==> config.mk <==
export PLATFORM = sky130hd
export DESIGN_NAME = pipe_ctrl
export DESIGN_NICKNAME = d
export VERILOG_FILES = /design/src/rtl/pipe_ctrl_pkg.sv /design/src/rtl/pipe_ctrl_sat_counter.sv /design/src/rtl/pipe_ctrl.sv
export SDC_FILE = /design/constraint.sdc
export NUM_CORES = 1
export LEC_CHECK = 0
export ABC_AREA = 1
export BUFFER_PORTS_ARGS = -buffer_cell sky130_fd_sc_hd__buf_2
export CAP_MARGIN = 20
export CELL_PAD_IN_SITES_DETAIL_PLACEMENT = 0
export CELL_PAD_IN_SITES_GLOBAL_PLACEMENT = 1
export CORE_MARGIN = 4
export CORE_UTILIZATION = 41
export CTS_BUF_LIST = sky130_fd_sc_hd__clkbuf_16
export CTS_CLUSTER_SIZE = 24
export DETAILED_ROUTE_END_ITERATION = 10
export HOLD_SLACK_MARGIN = 0.02
export PLACE_DENSITY_LB_ADDON = 0.1
export SLEW_MARGIN = 30
export SYNTH_ARGS = -nofsm -noshare
export SYNTH_HDL_FRONTEND = slang
export SYNTH_HIERARCHICAL = 1
export SYNTH_SLANG_ARGS = --single-unit
export TNS_END_PERCENT = 100
==> constraint.sdc <==
create_clock -name clk -period 3.16 [get_ports clk]
set_clock_uncertainty 0.1 [all_clocks]
set_input_delay 0.632 -clock clk [delete_from_list [all_inputs] [get_ports clk]]
set_output_delay 0.632 -clock clk [all_outputs]
set_load 0.1 [all_outputs]
==> src/rtl/pipe_ctrl_pkg.sv <==
// Shared pipeline-control types for the 5-stage core.
// Stage indices, the en/flush bundle and the redirect FSM states.
package pipe_ctrl_pkg;

  localparam int SEL_FD = 0;
  localparam int SEL_DE = 1;
  localparam int SEL_EM = 2;
  localparam int SEL_MW = 3;

  typedef struct packed {
    logic [3:0] en;
    logic [3:0] flush;
  } pipe_ctrl_t;

  typedef enum logic {
    RUN,
    WAIT_IMEM
  } ctrl_state_t;

endpackage

==> src/rtl/pipe_ctrl_sat_counter.sv <==
// Saturating up-counter with synchronous active-high reset.
// Holds at all-ones instead of wrapping.
module sat_counter #(
  parameter int W = 32
) (
  input  logic         clk,
  input  logic         reset,
  input  logic         inc,
  output logic [W-1:0] count
);

  localparam logic [W-1:0] ONE = {{(W-1){1'b0}}, 1'b1};

  always_ff @(posedge clk) begin
    if (reset)
      count <= '0;
    else if (inc && count != '1)
      count <= count + ONE;
  end

endmodule

==> src/rtl/pipe_ctrl.sv <==
// Pipeline control: stall arbitration, redirect delivery
// and performance counters for the four pipewire registers.
module pipe_ctrl
  import pipe_ctrl_pkg::*;
#(
  parameter int CNT_W = 32,
  parameter int PC_W  = 64
) (
  input  logic             clk,
  input  logic             reset,
  input  logic             i_stall,
  input  logic             load_use,
  input  logic             ex_busy,
  input  logic             d_stall,
  input  logic             redirect_valid,
  input  logic [PC_W-1:0]  redirect_pc,
  output logic [3:0]       en,
  output logic [3:0]       flush,
  output logic             pc_redir_valid,
  output logic [PC_W-1:0]  pc_redir,
  output logic [CNT_W-1:0] stall_cnt,
  output logic [CNT_W-1:0] redir_cnt
);

  ctrl_state_t     state, state_nx;
  logic [PC_W-1:0] held_pc, held_pc_nx;
  pipe_ctrl_t      ctl;
  logic            accept;

  // EX cannot hand over a redirect while MEM or EX itself is frozen
  assign accept = redirect_valid & ~d_stall & ~ex_busy;

  always_ff @(posedge clk) begin
    if (reset) begin
      state   <= RUN;
      held_pc <= '0;
    end else begin
      state   <= state_nx;
      held_pc <= held_pc_nx;
    end
  end

  always_comb begin
    state_nx   = state;
    held_pc_nx = held_pc;
    unique case (state)
      RUN: begin
        if (accept && i_stall) begin
          state_nx   = WAIT_IMEM;
          held_pc_nx = redirect_pc;
        end
      end
      WAIT_IMEM: begin
        if (accept)
          held_pc_nx = redirect_pc;
        if (!i_stall)
          state_nx = RUN;
      end
    endcase
  end

  always_comb begin
    ctl.en         = 4'b1111;
    ctl.flush      = 4'b0000;
    pc_redir_valid = 1'b0;
    pc_redir       = '0;
    if (reset) begin
      ctl.flush = 4'b1111;
    end else begin
      priority case (1'b1)
        d_stall: ctl.en = 4'b0000;
        ex_busy: begin
          ctl.en    = 4'b1100;
          ctl.flush = 4'b0100;
        end
        load_use: begin
          ctl.en    = 4'b1110;
          ctl.flush = 4'b0010;
        end
        i_stall: ctl.flush = 4'b0001;
        default: ;
      endcase
      if (accept) begin
        ctl.en[SEL_DE:SEL_FD]    = 2'b11;
        ctl.flush[SEL_DE:SEL_FD] = 2'b11;
      end
      unique case (state)
        RUN: begin
          if (accept && !i_stall) begin
            pc_redir_valid = 1'b1;
            pc_redir       = redirect_pc;
          end
        end
        WAIT_IMEM: begin
          // returning fetch is wrong-path; drop it
          ctl.flush[SEL_FD] = 1'b1;
          if (!i_stall) begin
            pc_redir_valid = 1'b1;
            pc_redir       = accept ? redirect_pc : held_pc;
          end
        end
      endcase
    end
  end

  assign en    = ctl.en;
  assign flush = ctl.flush;

  sat_counter #(.W(CNT_W)) u_stall_cnt (
    .clk   (clk),
    .reset (reset),
    .inc   (~ctl.en[SEL_FD]),
    .count (stall_cnt)
  );

  sat_counter #(.W(CNT_W)) u_redir_cnt (
    .clk   (clk),
    .reset (reset),
    .inc   (pc_redir_valid),
    .count (redir_cnt)
  );

endmodule

======== Yosys cells after proc, flatten, opt, wreduce, memory -nomap -nowiden ========
Cells that the tools add are included.
operators by class
  add/subtract/negate cells ............... 2
  eq/ne operators ......................... 3
  muxes and demuxes ....................... 26
  bitwise gates (word level) .............. 6
  reduce and logical (&&, ||, !) cells .... 5
operator list
  kind                                                             number
  64-bit 2-to-1 mux                                                5
  64-bit one-hot mux with 2 select lines                           2
  32-bit by 1-bit adder with 32-bit output, second input constant  2
  32-bit != test, second input constant                            2
  4-bit 2-to-1 mux                                                 3
  1-bit 2-to-1 mux                                                 8
  2-bit 2-to-1 mux                                                 4
  3-bit 2-to-1 mux                                                 2
  1-bit logical AND                                                4
  1-bit NOT                                                        4
  1-bit one-hot mux with 2 select lines                            2
  1-bit bitwise AND                                                2
  2-bit != test, second input constant                             1
  1-bit logical NOT                                                1
word-level totals
  bits in registers ....................... 129
  input port bits ......................... 71
  output and inout port bits .............. 137
  logic and storage cells ................. 46

======== Depth between registers and ports, before layout ========
Gate-level depths: netlist (run 1).
  depth in word-level cells ............... 8
  mapped depth ............................ 16
  mapped depth without buffers ............ 15

======== Hierarchy ========
The synthesis (run 1) kept the hierarchy.
by module, submodules not included
  module       times used  cells each  area each (µm²)  sequential area each (µm²)
  pipe_ctrl    1           877         5,202.5          1,301.2
  sat_counter  2           324         2,062.0          640.6

======== Least setup slack after synthesis (run 1) ========
OpenSTA, ideal clock, no wires.
  path type ............................... input to register
  start ................................... in d_stall
  end ..................................... reg u_redir_cnt.count[25]
  setup time .............................. 119 ps
  data arrival time ....................... 3,525 ps
  data required time ...................... 2,941 ps
  path slack .............................. -584 ps
  cell stages on the path ................. 15
  path buffers ............................ 1
  path through ............................ nor2_4 nand2_1 inv_2 buf_4 nor2_1 nor2_1 inv_2 nor2_1 nand2_1 inv_2 nand2_1 nor2_1 nand3_1 nand2_1 nor2_1
between the ends
  word-level cells in the longest chain between the ends .. 8
ends and longest elaborated chain
  element                                RTL line                     text
  from (decl)                            pipe_ctrl.sv:14              input logic d_stall,
  1-bit NOT                              pipe_ctrl.sv:31              assign accept = redirect_valid & ~d_stall & ~ex_busy;
  1-bit bitwise AND (2 in a row)         pipe_ctrl.sv:31
  1-bit logical AND                      pipe_ctrl.sv:89              if (accept && !i_stall) begin
  1-bit 2-to-1 mux                       pipe_ctrl.sv:89
  1-bit one-hot mux with 2 select lines  pipe_ctrl.sv:87              unique case (state)
  1-bit 2-to-1 mux                       pipe_ctrl.sv:67              if (reset) begin
  named net pc_redir_valid               pipe_ctrl.sv:19              output logic pc_redir_valid,
  1-bit logical AND                      pipe_ctrl_sat_counter.sv:17  else if (inc && count != '1)
  to (signal assigned)                   pipe_ctrl_sat_counter.sv:18  count <= count + ONE;
  to (decl)                              pipe_ctrl_sat_counter.sv:9   output logic [W-1:0] count
The timed path passes the listed nets, and every way through them passes these cells.
A chain may end at the register's enable or synchronous reset.

======== Worst setup path after layout (run 1) ========
  start ................................... reg state
  end ..................................... out pc_redir[62]
between the ends
  word-level cells in the longest chain between the ends .. 3
ends and longest elaborated chain
  element                                   RTL line         text
  from (decl)                               pipe_ctrl.sv:25  ctrl_state_t state, state_nx;
  from (signal assigned)                    pipe_ctrl.sv:38  state <= state_nx;
  1-bit NOT                                 pipe_ctrl.sv:87
  64-bit one-hot mux with 2 select lines *  pipe_ctrl.sv:87
  64-bit 2-to-1 mux *                       pipe_ctrl.sv:67
  to (decl)                                 pipe_ctrl.sv:20  output logic [PC_W-1:0] pc_redir,
Every way passes the cells marked *; elsewhere a longest branch is shown, timed or not.

==> reports/results.ini, run 1 <==
[layout]
nets = 1740
stdcell_area_um2 = 12280
area_growth_pct = 31.63
n_antenna_cell = 0
stdcell_count = 1960
drive_above_1_share = 0.2357

[clock_tree]
cts_num_sinks = 129
htreeDepth = 4
clockBufferDepth = 2
cts_tree = done
numCtsBuffers = 17
clk_latency_ns = 0.43
postCtsSetupRepairBufs = 0
hold_buffers = 0
clk_pin_slew_ns = 0.06
ctsResizeCount = 0
root_buffer = clkbuf_16

[routing]
wl_mm = 30.00
via_per_inst = 5.247
first_pass_iters = 5
antenna_left = 0
initialDrtViolationCount = 833
num_vias = 10290
drc_errors = 0
wl_per_cell_um = 15.31

[critical_path]
cp_top_family = buffers and inverters
cp_common_cell = buf_12
crit_arrival_ns = 2.20
critPathMaxStageDelay_ns = 0.49
path_buf_inv = 3
cp_data_required_time_ns = 2.43
end_kind = output pin
crit_fanout = 59
worst-setup-path-type = reg -> out
crit_chain = inv_4 > buf_12 > nand3_1 > a21oi_2 > buf_12
start_kind = flop
crit_path_top_delay_cell = dfxtp_4

[timing]
hold_viol = 0
tightestPinTransition_ns = 0.7806
rsz0062_at_grt = false
max_freq_mhz = 341.5
max_slew_margin = 0.4796
setup_viol = 0
min_period_ns = 2.928
finalMaxSlewViolations = 0
period_share = 0.9265

[placed_design]
placed_area_um2 = 11690
gp_congestion = 0.8165
placed_cells = 1928
dp_hpwl_mm = 19.43
portBuffers = 207

[flow_run]
maxCapViolCount = 0

[pwr]
p_per_area_nw_per_um2 = 357.4
ir_drop_uv = 240.7
p_leak_nw = 5.666

[floorplan]
rows = 54
core_area_um2 = 22090
num_io_pins = 208
start_util = 0.4221
die_h_um = 158.8
dieArea_um2 = 25220
die_w_um = 158.8

[grt]
grt_max_degree = 125
grt_overflow = 0
grt_usage = 0.2314
grt_pass1_vias = 9625
grt_pass1_wl_mm = 49.69
grt_antenna_before_repair = 2

[worst_hold_path]
hp-class = reg -> reg

[synth]
synthTopCellsByArea = dfxtp_1 28%, nand3_1 16%, nand2_1 13%
synth_top_cell_by_area = dfxtp_1
ys_seq_area_frac = 0.2769
netlist-cell-type-count = 32
ys_ff_latch = 129
syn_nets = 1598
syn_area_um2 = 9326
yosys.area.top_type_share = 0.2769
synthCells = 1525
ys_warn_count = 6
syn_area_per_cell_um2 = 6.116

[status]
status = complete, no violations

worst min-delay path, cell delays in order, from the launching register on:
cell     delay (ns)
dfxtp_1        0.34
nand2_1        0.07
a21oi_1        0.05
sequential cells by signal, summed over array words and instances (netlist names):
| register | cells |
|---|---|
| held_pc | 64 |
| u_stall_cnt/count | 32 |
| u_redir_cnt/count | 32 |
| state | 1 |
stage by stage:
stage                 util  setup TNS (ns)  power, mW  setup WS [ns]  hold slack [ns]
floorplan                -        -0.03143      2.205       -0.01358           0.4237
global placement    0.5293               0      2.423         0.3546           0.3880
detailed placement  0.5293               0      2.428         0.3013           0.3985
CTS                 0.5557               0      4.430         0.2055           0.4011
global route        0.5557               0      4.587        0.06547           0.4222
finish              0.5557               0      4.388         0.2321           0.4116
power breakdown:
part	internal, mW	total, mW	switching (mW)
clock	1.17	1.99	0.823
combinational	0.223	0.703	0.480
sequential	1.67	1.69	0.0175
total	3.07	4.39	1.32
kinds of logic (layout without fill, tap and decap cells):
logic type | Yosys count | in the layout | synth area share
buf+inv | 300 | 455 | 0.1415
compound gates | 243 | 243 | 0.1503
simple gates | 851 | 851 | 0.4286
flops | 129 | 129 | 0.2769
fa+ha+maj | 2 | 2 | 0.002683
routing by layer:
layer | vias to the layer above | share of wire | GRT usage
li1 | 5264 | - | -
met1 | 4660 | 0.45 | 0.3089
met2 | 317 | 0.47 | 0.3786
met3 | 40 | 0.064 | 0.05651
met4 | 4 | 0.015 | 0.05680
met5 | - | 0.00077 | 0
final cells by class:
class,instances,area (µm²)
Clock buffer,17,425.4
Clock inverter,15,157.7
Fill cell,2172,9817
Inverter,198,745.7
Multi-Input combinational cell,1096,5692
Sequential cell,129,2586
Tap cell,280,350.3
Timing Repair Buffer,225,2320
path summary, 6_finish.rpt:
kind                                          start                            endpoint  slack (ns)  depth (start not counted)
setup / recovery                   state$_SDFF_PP0_                        pc_redir[62]        0.23                          5
hold / removal    u_redir_cnt/count[1]$_SDFFE_PP0P_   u_redir_cnt/count[1]$_SDFFE_PP0P_        0.41                          2
setup reg to reg                   state$_SDFF_PP0_  u_redir_cnt/count[17]$_SDFFE_PP0P_        0.75                         12
hold reg to reg   u_redir_cnt/count[1]$_SDFFE_PP0P_   u_redir_cnt/count[1]$_SDFFE_PP0P_        0.41                          2
layout by cell type, fill, tap and decap left out, drive strengths merged:
cell type,instances
a21oi,166
clkinv,9
nand2,329
nand3,319
buf,225
ha,2
o21bai,64
inv,201
o211ai,1
o21ai,1
nor2,162
bufinv,2
clkbuf,17
nand3b,2
and2,2
nand4,28
nor3,9
a31oi,10
o21a,1
dfxtp,129
clkinvlp,1
Yosys cell counts:
cell type	n
nor3_2	2
nor2_2	12
buf_4	8
nand4_2	4
nand4_1	24
inv_1	189
o21ai_0	1
nand3_2	14
nor2_1	139
buf_6	16
a21oi_2	2
o21bai_1	64
nand2_1	311
nor2_4	9
inv_2	7
a31oi_1	10
nor2_8	2
nand2_4	6
nand2_2	12
nand3b_1	2
clkbuf_1	32
and2_1	2
o21a_1	1
a21oi_1	164
ha_1	2
buf_1	11
nand3_1	305
buf_2	35
o211ai_1	1
dfxtp_1	129
nor3_1	7
clkinv_1	2
Note: power is estimated with default switching activity, not from simulation.
==> run 2, diff against run 1 <==
--- a/config.mk
+++ b/config.mk
@@ -17,6 +17,7 @@
 export DETAILED_ROUTE_END_ITERATION = 10
 export HOLD_SLACK_MARGIN = 0.02
 export PLACE_DENSITY_LB_ADDON = 0.1
+export RECOVER_POWER = 25
 export SLEW_MARGIN = 30
 export SYNTH_ARGS = -nofsm -noshare
 export SYNTH_HDL_FRONTEND = slang
==> run 2 against run 1 <==
Effect of this change:
- the flow now finishes with violations (capacitance limit, slew limit)
- first-iteration DRC count rose by 2.0%
- global-route usage stayed put
- fmax decreased by 0.24%
- count of clock-buffer cells in the layout did not move
- cell count unchanged
- sequential power hardly changed
- critical path depth did not move
- largest cell class unchanged
- routed wire length barely moved
- worst hold slack hardly changed
- sequential share of layout area hardly changed
==> reports/results.ini, run 2 (synthesized netlist as in run 1, its figures left out) <==
[floorplan]
die_h_um = 158.8
die_w_um = 158.8
core_area_um2 = 22090
rows = 54
num_io_pins = 208
dieArea_um2 = 25220
start_util = 0.4221

[timing]
rsz0062_at_grt = false
finalSetupTns_ns = 0
hold_slack_ns = 0.4116
hold_viol = 0
setup_viol = 0
period_share = 0.9288
max_slew_margin = -0.02636
min_period_ns = 2.935
setup_slack_ns = 0.2250
max_freq_mhz = 340.7
finalMaxSlewViolations = 65
tightestPinTransition_ns = 1.540

[grt]
grt_antenna_before_repair = 2
grt_max_degree = 125
grt_usage = 0.2314
grt_overflow = 0
grt_pass1_vias = 9625
grt_pass1_wl_mm = 49.69

[critical_path]
crit_fanout = 51
worst-setup-path-type = reg -> out
start_kind = flop
crit_chain = buf_12 > buf_12 > nand3_1 > a21oi_2 > buf_12
cp_top_family = buffers and inverters
critPathMaxStageDelay_ns = 0.68
end_kind = output pin
crit_arrival_ns = 2.20
path_buf_inv = 3
cp_common_cell = buf_12
crit_path_top_delay_cell = dfxtp_4
cp_data_required_time_ns = 2.43

[layout]
stdcell_area_um2 = 12270
final_core_util = 0.5554
mostFrequentLayoutCells = 308 x nand2_1, 304 x nand3_1, 188 x inv_1
fillCellCount = 2175
reg_top3 = held_pc x64, u_redir_cnt/count x32, u_stall_cnt/count x32
area_growth_pct = 31.58
final_common_cell = nand2_1
top_register = held_pc
stdcell_count = 1960
nets = 1740
largest_reg_flops = 64
drive_above_1_share = 0.2339
n_antenna_cell = 0

[clock_tree]
htreeDepth = 4
clk_latency_ns = 0.43
clockBufferDepth = 2
cts_tree = done
cts_num_sinks = 129
ctsResizeCount = 0
postCtsSetupRepairBufs = 0
clk_pin_slew_ns = 0.06
root_buffer = clkbuf_16
numCtsBuffers = 17
hold_buffers = 0

[routing]
initialDrtViolationCount = 850
via_per_inst = 5.232
wl_per_cell_um = 15.30
num_vias = 10250
wl_mm = 29.98
drc_errors = 0
first_pass_iters = 7
antenna_left = 0

[placed_design]
gp_congestion = 0.8165
dp_hpwl_mm = 19.43
portBuffers = 207
placed_cells = 1928
dp_slack_ns = 0.3013
placed_area_um2 = 11690

[pwr]
finalPower_mw = 4.390
p_per_area_nw_per_um2 = 357.8
ir_drop_uv = 241.2
p_leak_nw = 5.659

[worst_hold_path]
hp-class = reg -> reg

[flow_run]
maxCapViolCount = 1

[status]
violations = capacitance limit, slew limit
status = finished, violations left

-- run 2: changes by cell type in the layout (fill, tap and decap cells not counted), sizes merged --
cell,change
buf,-3
clkbuf,+3
-- run 2: layout make-up --
class                      instances  area (µm²)  share of cell area
clock inverter                    15       157.7             0.01285
sequential                       129        2586              0.2107
timing repair buffer             225        2315              0.1886
inverter                         198       745.7             0.06077
multi-input combinational       1096        5692              0.4638
tap                              280       350.3             0.02855
clock buffer                      17       425.4             0.03467
-- run 2: path summary, 6_finish.rpt --
kind	start	endpoint	slack (ns)	cells past startpoint
setup / recovery	state$_SDFF_PP0_	pc_redir[2]	0.22	5
hold / removal	u_redir_cnt/count[1]$_SDFFE_PP0P_	u_redir_cnt/count[1]$_SDFFE_PP0P_	0.41	2
setup reg to reg	state$_SDFF_PP0_	u_redir_cnt/count[17]$_SDFFE_PP0P_	0.74	12
hold reg to reg	u_redir_cnt/count[1]$_SDFFE_PP0P_	u_redir_cnt/count[1]$_SDFFE_PP0P_	0.41	2
-- run 2: where the power goes --
group | internal [mW] | total [mW] | switching [mW]
Sequential | 1.67 | 1.69 | 0.0175
Combinational | 0.223 | 0.703 | 0.480
Clock | 1.17 | 2.00 | 0.826
Total | 3.07 | 4.39 | 1.32
-- run 2: layer usage --
metal	share of wire	vias up	wire length (µm)	GRT usage
met1	0.45	4646	13610	0.3089
met2	0.47	308	13960	0.3786
met4	0.014	4	429	0.05680
met3	0.065	36	1956	0.05651
li1	-	5260	-	-
met5	0.00077	-	23	0
-- run 2: worst min-delay path: stages (launching register included) --
cell and delay [ns]:
dfxtp_1 0.34, nand2_1 0.07, a21oi_1 0.05
